==> config.mk <==
export PLATFORM = sky130hd
export DESIGN_NAME = if_prefetch_unit
export DESIGN_NICKNAME = d
export VERILOG_FILES = /design/src/rtl/kelvin_pkg.sv /design/src/rtl/if_prefetch_fifo.sv /design/src/rtl/if_prefetch_unit.sv
export SDC_FILE = /design/constraint.sdc
export NUM_CORES = 1
export LEC_CHECK = 0
export ABC_AREA = 1
export CAP_MARGIN = 25
export CORE_MARGIN = 2
export CORE_UTILIZATION = 30
export CTS_BUF_LIST = sky130_fd_sc_hd__clkbuf_16
export DETAILED_ROUTE_END_ITERATION = 8
export HOLD_SLACK_MARGIN = 0.15
export PLACE_DENSITY = 0.48
export SYNTH_ARGS = -nofsm -noshare
export SYNTH_HDL_FRONTEND = slang
export SYNTH_HIERARCHICAL = 1
export SYNTH_SLANG_ARGS = --single-unit
==> constraint.sdc <==
create_clock -name clk -period 20.2 [get_ports clk]
set_input_delay 4.04 -clock clk [delete_from_list [all_inputs] [get_ports clk]]
set_output_delay 4.04 -clock clk [all_outputs]
set_load 0.01 [all_outputs]
==> src/rtl/kelvin_pkg.sv <==
// Shared fetch-stage types and constants: word width, the NOP encoding,
// fetch FSM states and the prefetch FIFO entry layout.
package kelvin_pkg;

  localparam int WORD_WIDTH = 32;
  localparam logic [WORD_WIDTH-1:0] NOP_INSTR = 32'h0000_0013;

  typedef enum logic [1:0] {
    IDLE = 2'd0,
    REQ  = 2'd1,
    WAIT = 2'd2
  } fetch_state_t;

  typedef struct packed {
    logic [WORD_WIDTH-1:0] instr;
    logic [WORD_WIDTH-1:0] pc;
  } fetch_entry_t;

  function automatic logic [WORD_WIDTH-1:0] word_align(input logic [WORD_WIDTH-1:0] addr);
    return addr & ~WORD_WIDTH'(3);
  endfunction

endpackage

==> src/rtl/if_prefetch_fifo.sv <==
// Synchronous prefetch FIFO of {instr, pc} entries with flush.
// A push into a full FIFO is accepted only when a pop happens in the same cycle.
module if_prefetch_fifo
  import kelvin_pkg::*;
#(
  parameter int DEPTH = 4
) (
  input  logic                     clk,
  input  logic                     rst,
  input  logic                     push,
  input  logic                     pop,
  input  logic                     flush,
  input  fetch_entry_t             wdata,
  output fetch_entry_t             rdata,
  output logic [$clog2(DEPTH):0]   count,
  output logic                     full,
  output logic                     empty
);

  localparam int PW = $clog2(DEPTH);
  localparam int CW = PW + 1;

  fetch_entry_t      mem_r [DEPTH];
  logic [PW-1:0]     wr_ptr_r;
  logic [PW-1:0]     rd_ptr_r;
  logic [CW-1:0]     count_r;
  logic              do_push_s;
  logic              do_pop_s;

  assign full      = (count_r == CW'(DEPTH));
  assign empty     = (count_r == CW'(0));
  assign count     = count_r;
  assign rdata     = mem_r[rd_ptr_r];
  assign do_pop_s  = pop && !empty;
  assign do_push_s = push && (!full || do_pop_s);

  // Storage, pointers and occupancy; flush empties the FIFO without touching storage.
  always_ff @(posedge clk or posedge rst) begin
    if (rst) begin
      for (int i = 0; i < DEPTH; i++) begin
        mem_r[i] <= '0;
      end
      wr_ptr_r <= '0;
      rd_ptr_r <= '0;
      count_r  <= '0;
    end else if (flush) begin
      wr_ptr_r <= '0;
      rd_ptr_r <= '0;
      count_r  <= '0;
    end else begin
      if (do_push_s) begin
        mem_r[wr_ptr_r] <= wdata;
        wr_ptr_r        <= wr_ptr_r + PW'(1);
      end
      if (do_pop_s) begin
        rd_ptr_r <= rd_ptr_r + PW'(1);
      end
      case ({do_push_s, do_pop_s})
        2'b10:   count_r <= count_r + CW'(1);
        2'b01:   count_r <= count_r - CW'(1);
        default: count_r <= count_r;
      endcase
    end
  end

endmodule

==> src/rtl/if_prefetch_unit.sv <==
// Instruction-fetch stage: issues instruction-memory requests, buffers returned
// words in a prefetch FIFO and presents the oldest one to decode with its PC.
module if_prefetch_unit
  import kelvin_pkg::*;
#(
  parameter int FIFO_DEPTH = 4,
  parameter int MAX_OUTST  = 2
) (
  input  logic                  clk,
  input  logic                  rst,
  input  logic                  fetch_en_i,
  input  logic [WORD_WIDTH-1:0] pc_start_addr_i,
  output logic                  instr_req_o,
  output logic [WORD_WIDTH-1:0] instr_addr_o,
  input  logic                  instr_gnt_i,
  input  logic                  instr_rvalid_i,
  input  logic [WORD_WIDTH-1:0] instr_rdata_i,
  input  logic                  branch_i,
  input  logic [WORD_WIDTH-1:0] branch_target_i,
  input  logic                  stall_i,
  output logic [WORD_WIDTH-1:0] instr_o,
  output logic [WORD_WIDTH-1:0] pc_o,
  output logic [WORD_WIDTH-1:0] pc_plus4_o,
  output logic                  no_op_flag_o
);

  localparam int FC_W  = $clog2(FIFO_DEPTH) + 1;
  localparam int CNT_W = $clog2(MAX_OUTST + 2);

  fetch_state_t          state_r;
  fetch_state_t          state_next_s;
  logic                  req_r;
  logic [WORD_WIDTH-1:0] fetch_pc_r;
  logic                  redir_pend_r;
  logic [WORD_WIDTH-1:0] redir_pc_r;
  logic [WORD_WIDTH-1:0] resp_pc_r;
  logic [CNT_W-1:0]      outst_cnt_r;
  logic [CNT_W-1:0]      drop_cnt_r;
  logic [CNT_W-1:0]      outst_next_s;
  logic [CNT_W-1:0]      drop_next_s;
  logic [FC_W-1:0]       fifo_count_s;
  logic [FC_W-1:0]       fifo_count_next_s;
  logic                  fifo_full_s;
  logic                  fifo_empty_s;
  fetch_entry_t          head_s;
  fetch_entry_t          push_entry_s;
  logic                  gnt_s;
  logic                  pending_s;
  logic                  rv_s;
  logic                  drop_s;
  logic                  push_s;
  logic                  pop_s;
  logic                  can_issue_s;
  logic                  boot_s;
  logic [WORD_WIDTH-1:0] target_s;

  assign target_s  = word_align(branch_target_i);
  assign gnt_s     = (state_r == REQ) && instr_gnt_i;
  assign pending_s = (state_r == REQ) && !instr_gnt_i;
  // A response with nothing in flight is stray (e.g. after reset) and is ignored.
  assign rv_s      = instr_rvalid_i && (outst_cnt_r != CNT_W'(0));
  assign drop_s    = rv_s && (drop_cnt_r != CNT_W'(0));
  assign push_s    = rv_s && !drop_s && !branch_i && (!fifo_full_s || pop_s);
  assign pop_s     = !fifo_empty_s && !stall_i && !branch_i;
  assign boot_s    = (state_r == IDLE) && (state_next_s == REQ);

  assign push_entry_s = '{instr: instr_rdata_i, pc: resp_pc_r};

  // Next-cycle occupancy including this cycle's grant, response, pop and flush.
  always_comb begin
    outst_next_s      = outst_cnt_r + CNT_W'(gnt_s) - CNT_W'(rv_s);
    fifo_count_next_s = fifo_count_s;
    drop_next_s       = drop_cnt_r - CNT_W'(drop_s);
    if (branch_i) begin
      fifo_count_next_s = '0;
      drop_next_s       = outst_next_s + CNT_W'(pending_s);
    end else if (push_s && !pop_s) begin
      fifo_count_next_s = fifo_count_s + FC_W'(1);
    end else if (!push_s && pop_s) begin
      fifo_count_next_s = fifo_count_s - FC_W'(1);
    end else begin
      fifo_count_next_s = fifo_count_s;
    end
  end

  assign can_issue_s = ((32'(fifo_count_next_s) + 32'(outst_next_s)) < 32'(FIFO_DEPTH)) &&
                       (outst_next_s < CNT_W'(MAX_OUTST));

  // Fetch FSM next state; a presented request is only left once granted.
  always_comb begin
    state_next_s = state_r;
    case (state_r)
      IDLE: begin
        if (fetch_en_i && can_issue_s) state_next_s = REQ;
        else                           state_next_s = IDLE;
      end
      REQ: begin
        if (!instr_gnt_i)      state_next_s = REQ;
        else if (!fetch_en_i)  state_next_s = IDLE;
        else if (can_issue_s)  state_next_s = REQ;
        else                   state_next_s = WAIT;
      end
      WAIT: begin
        if (!fetch_en_i)       state_next_s = IDLE;
        else if (can_issue_s)  state_next_s = REQ;
        else                   state_next_s = WAIT;
      end
      default: state_next_s = IDLE;
    endcase
  end

  // FSM state and registered request strobe.
  always_ff @(posedge clk or posedge rst) begin
    if (rst) begin
      state_r <= IDLE;
      req_r   <= 1'b0;
    end else begin
      state_r <= state_next_s;
      req_r   <= (state_next_s == REQ);
    end
  end

  // In-flight and to-be-discarded response counters.
  always_ff @(posedge clk or posedge rst) begin
    if (rst) begin
      outst_cnt_r <= '0;
      drop_cnt_r  <= '0;
    end else begin
      outst_cnt_r <= outst_next_s;
      drop_cnt_r  <= drop_next_s;
    end
  end

  // Fetch PC; a redirect arriving under an ungranted request is parked until that grant.
  always_ff @(posedge clk or posedge rst) begin
    if (rst) begin
      fetch_pc_r   <= '0;
      redir_pend_r <= 1'b0;
      redir_pc_r   <= '0;
    end else if (branch_i && pending_s) begin
      redir_pend_r <= 1'b1;
      redir_pc_r   <= target_s;
    end else if (branch_i) begin
      fetch_pc_r   <= target_s;
      redir_pend_r <= 1'b0;
    end else if (gnt_s) begin
      fetch_pc_r   <= redir_pend_r ? redir_pc_r : fetch_pc_r + WORD_WIDTH'(4);
      redir_pend_r <= 1'b0;
    end else if (boot_s) begin
      fetch_pc_r   <= word_align(pc_start_addr_i);
    end
  end

  // PC tagged onto each accepted response.
  always_ff @(posedge clk or posedge rst) begin
    if (rst) begin
      resp_pc_r <= '0;
    end else if (branch_i) begin
      resp_pc_r <= target_s;
    end else if (push_s) begin
      resp_pc_r <= resp_pc_r + WORD_WIDTH'(4);
    end else if (boot_s) begin
      resp_pc_r <= word_align(pc_start_addr_i);
    end
  end

  if_prefetch_fifo #(
    .DEPTH (FIFO_DEPTH)
  ) u_fifo (
    .clk   (clk),
    .rst   (rst),
    .push  (push_s),
    .pop   (pop_s),
    .flush (branch_i),
    .wdata (push_entry_s),
    .rdata (head_s),
    .count (fifo_count_s),
    .full  (fifo_full_s),
    .empty (fifo_empty_s)
  );

  assign instr_req_o  = req_r;
  assign instr_addr_o = fetch_pc_r;
  assign no_op_flag_o = fifo_empty_s;
  assign instr_o      = fifo_empty_s ? NOP_INSTR : head_s.instr;
  assign pc_o         = fifo_empty_s ? WORD_WIDTH'(0) : head_s.pc;
  assign pc_plus4_o   = pc_o + WORD_WIDTH'(4);

endmodule

==> impl_results.rst <==
.. list-table::
   :header-rows: 1

   * - Metric
     - Value
   * - Max Fanout on Critical Path
     - 84
   * - Synth cell types
     - 44
   * - Worst path setup slack after routing
     - 10.16 ns
   * - Cts bufs inserted
     - 45
   * - Critical path endpoint category
     - output port
   * - Min Hold Slack
     - 0.471 ns
   * - Buffer type at the clock tree root
     - clkbuf_16
   * - Total placed instance area
     - 22500 um^2
   * - Startpoint of the worst register-to-register path
     - u_fifo/count[1]
   * - Post-synthesis area per instance
     - 7.64 um^2
   * - Slew margin rel.
     - 0.364
   * - Average wire per cell in the routed design
     - 18.2 um
   * - Placed wire-length estimate after detailed placement
     - 44000 um
   * - FF-to-FF setup slack
     - 15.57 ns
   * - DIE HEIGHT
     - 262 um
   * - I/O Pins
     - 233
   * - Clock tree from TritonCTS
     - done
   * - Pre-CTS WS
     - 10.67 ns
   * - Number of resized instances in the post-cts repair step
     - 0
   * - Static leakage power
     - 11.1 nW
   * - Period utilisation layout
     - 0.497
   * - Main flop type after synthesis
     - dfrtp_1
   * - Arrival time reported for the critical path endpoint
     - 6.00 ns
   * - Row count
     - 94
   * - Floorplan core area
     - 65700 um^2
   * - GRT Overall Usage
     - 0.193
   * - Critical Path RT
     - 16.16 ns
   * - Peak supply drop
     - 55.2 uV
   * - Total of buffers placed on input and output ports
     - 226
   * - Area Growth Syn to Fin
     - 19.8%
   * - Insertion delay to the later sink of the worst-skew pair
     - 0.59 ns
   * - Worst reg-to-reg path cell count
     - 14
   * - # H-tree levels
     - 2
   * - Synthesis-stage register bit count
     - 361
   * - Initial core utilization
     - 0.303
   * - Area enclosed by the die boundary
     - 68500 um^2
   * - Die Width
     - 262 um
   * - Final min period
     - 10.04 ns
   * - Crit path launch type
     - flop
   * - RSZ-0062 raised after global routing
     - false
   * - Via count normalized by instance count
     - 4.98
   * - Warnings from Yosys
     - 6
   * - RePlAce Congestion
     - 0.925
   * - Residual DRC
     - 0
   * - Setup Buffers After CTS
     - 0
   * - Most common cell after layout, fill and taps aside
     - nand2_1
   * - Clock Sinks
     - 361
   * - NumNets Final
     - 2868
   * - EDFF count, synth
     - 0
   * - Initial antenna violation count
     - 0
   * - Startpoint of the tightest hold check path
     - redir_pc_r[17]
   * - Share of flip-flops with an asynchronous set or reset after synthesis
     - 1.00
   * - Highest attainable clock frequency
     - 99.6 MHz
   * - Antenna-violating nets left
     - 0
   * - Leading cell types in the layout, fill and taps excluded
     - 652 x nand2_1, 359 x dfrtp_1, 278 x nor2_1
   * - Sequential fraction of the synthesis area
     - 0.453
   * - Area of the mapped netlist
     - 19900 um^2
   * - Type of the worst min-delay path
     - flop to flop
   * - Layout Utilization
     - 0.363
   * - Number of global-route vias before repair
     - 17622
   * - Hold-fix buffer count after cts
     - 0
   * - Count of filler cells inserted in the layout
     - 6900
   * - Run status
     - completed
   * - Iteration count of the initial detailed-routing pass
     - 6
   * - Count of endpoints failing setup in the final report
     - 0
   * - Post-synthesis cell count
     - 2609
   * - Non-Filler Cell Area, Final
     - 23900 um^2
   * - Setup Total Neg Slack
     - 0 ns
   * - Fraction of final layout cells sized beyond drive strength 1
     - 0.0698
   * - Number of design-rule violations left by the first detailed-router iteration
     - 1577
   * - Final max-slew violation count
     - 0
   * - Critical path startpoint
     - u_fifo/rd_ptr_r[0]
   * - Pin count of the biggest net entering global routing
     - 149
   * - Number of cells traversed by the worst hold path
     - 2
   * - Number of diodes added for antenna fixing
     - 0
   * - Max-capacitance violation count
     - 0
   * - Number of buffers on the longest clock path
     - 3
   * - Routed Wire Length
     - 66200 um
   * - Vias
     - 18144
   * - Hold violation count in the final report
     - 0
   * - Clock slew seen by the registers of the worst setup and hold paths
     - 0.05 ns
   * - Wire length of the first global-routing pass
     - 103000 um
   * - Crit Path Class
     - flop to output port
   * - Leftover overflow at the end of global routing
     - 0
   * - Actual slew at the worst max-slew pin
     - 0.951 ns
   * - Max Clock Skew
     - 0.0356 ns
   * - Power density of the placed cells
     - 132 nW/um^2
-- cell families (layout without fill, tap and decap cells) --
| kind of cell | count (synthesis) | count (layout) | share of synthesized area |
|---|---|---|---|
| muxes | 21 | 21 | 0.0118 |
| and+or+nand+nor | 1188 | 1188 | 0.249 |
| DFF | 361 | 361 | 0.453 |
| other | 1 | 4 | 0.000188 |
| buffers and inverters | 402 | 571 | 0.0954 |
| AOI/OAI and AO/OA | 578 | 578 | 0.161 |
| xor gates and xnor gates | 43 | 43 | 0.0189 |
| adders and majority gates | 15 | 15 | 0.00980 |
-- layer usage --
metal,vias to the layer above,track usage,routed length [um]
li1,8784,-,-
met1,8692,0.276,30700
met5,-,0,0
met2,586,0.307,30000
met3,82,0.0256,4070
met4,0,0.0515,1460
-- Yosys cell counts, types with 18 or more instances --
library cell | instances | area (um^2)
nand2_1 | 653 | 2450
dfrtp_1 | 361 | 9030
nor2_1 | 279 | 1050
o21ai_1 | 247 | 1240
inv_1 | 241 | 905
o21ai_0 | 178 | 891
nand3_1 | 135 | 676
o22ai_1 | 66 | 413
clkbuf_1 | 59 | 221
buf_4 | 39 | 293
nor3_1 | 33 | 165
o21ai_2 | 31 | 272
buf_6 | 30 | 338
xor2_1 | 29 | 254
o211ai_1 | 23 | 173
nand4_1 | 22 | 138
mux2_2 | 20 | 225
a21oi_1 | 18 | 90.1
-- report_power, final --
part	switching (W)	internal (W)	total, W
logic	0.000772	0.000534	0.00131
registers	0.000182	0.000911	0.00109
clock network	0.000320	0.000435	0.000755
total	0.00127	0.00188	0.00315
-- worst max-delay path: stages, from the launching register on --
cell and delay, ns:
dfrtp_4 0.66, clkinv_2 0.55, buf_4 0.82, o21ai_0 0.16, o22ai_1 0.40, inv_1 0.09
nor2_1 0.19, ha_1 0.22, and3_1 0.30, nand3_2 0.13, nor2_2 0.14, nand4_1 0.29
nor2_1 0.43, nand4_1 0.26, xnor2_1 0.22, clkdlybuf4s50_1 0.56
-- cell type report --
cell class	instances	area [um^2]	share of cell area
clock buffers	46	1150	0.0482
multi-input cells	1849	9030	0.378
well taps	864	1080	0.0453
flip-flops and latches	361	9040	0.379
clock inverters	32	210	0.00880
inverters	251	953	0.0399
repair buffers	242	2410	0.101
-- state kept, by name, indices dropped and copies added, names as in the netlist --
register         cells
u_fifo/rd_ptr_r      2
u_fifo/mem_r       256
instr_addr_o        30
redir_pend_r         1
redir_pc_r          30
resp_pc_r           30
u_fifo/wr_ptr_r      2
u_fifo/count         3
instr_req_o          1
state_r              2
outst_cnt_r          2
drop_cnt_r           2
-- through the flow --
| stage | instances | total power, W |
|---|---|---|
| floorplan | 2612 | 0.00185 |
| global placement | 3566 | 0.00240 |
| detailed placement | 3566 | 0.00241 |
| CTS | 3644 | 0.00319 |
| global route | 3645 | 0.00339 |
| finish | 3645 | 0.00315 |
-- worst paths after layout --
path                                        end
worst max-delay path             pc_plus4_o[28]
worst min-delay path             redir_pc_r[17]
worst max register to register  u_fifo/mem_r[8]
worst min register to register   redir_pc_r[17]
max in group asynchronous         resp_pc_r[13]
min in group asynchronous        redir_pc_r[18]
Power figures use the tool's default switching activity.
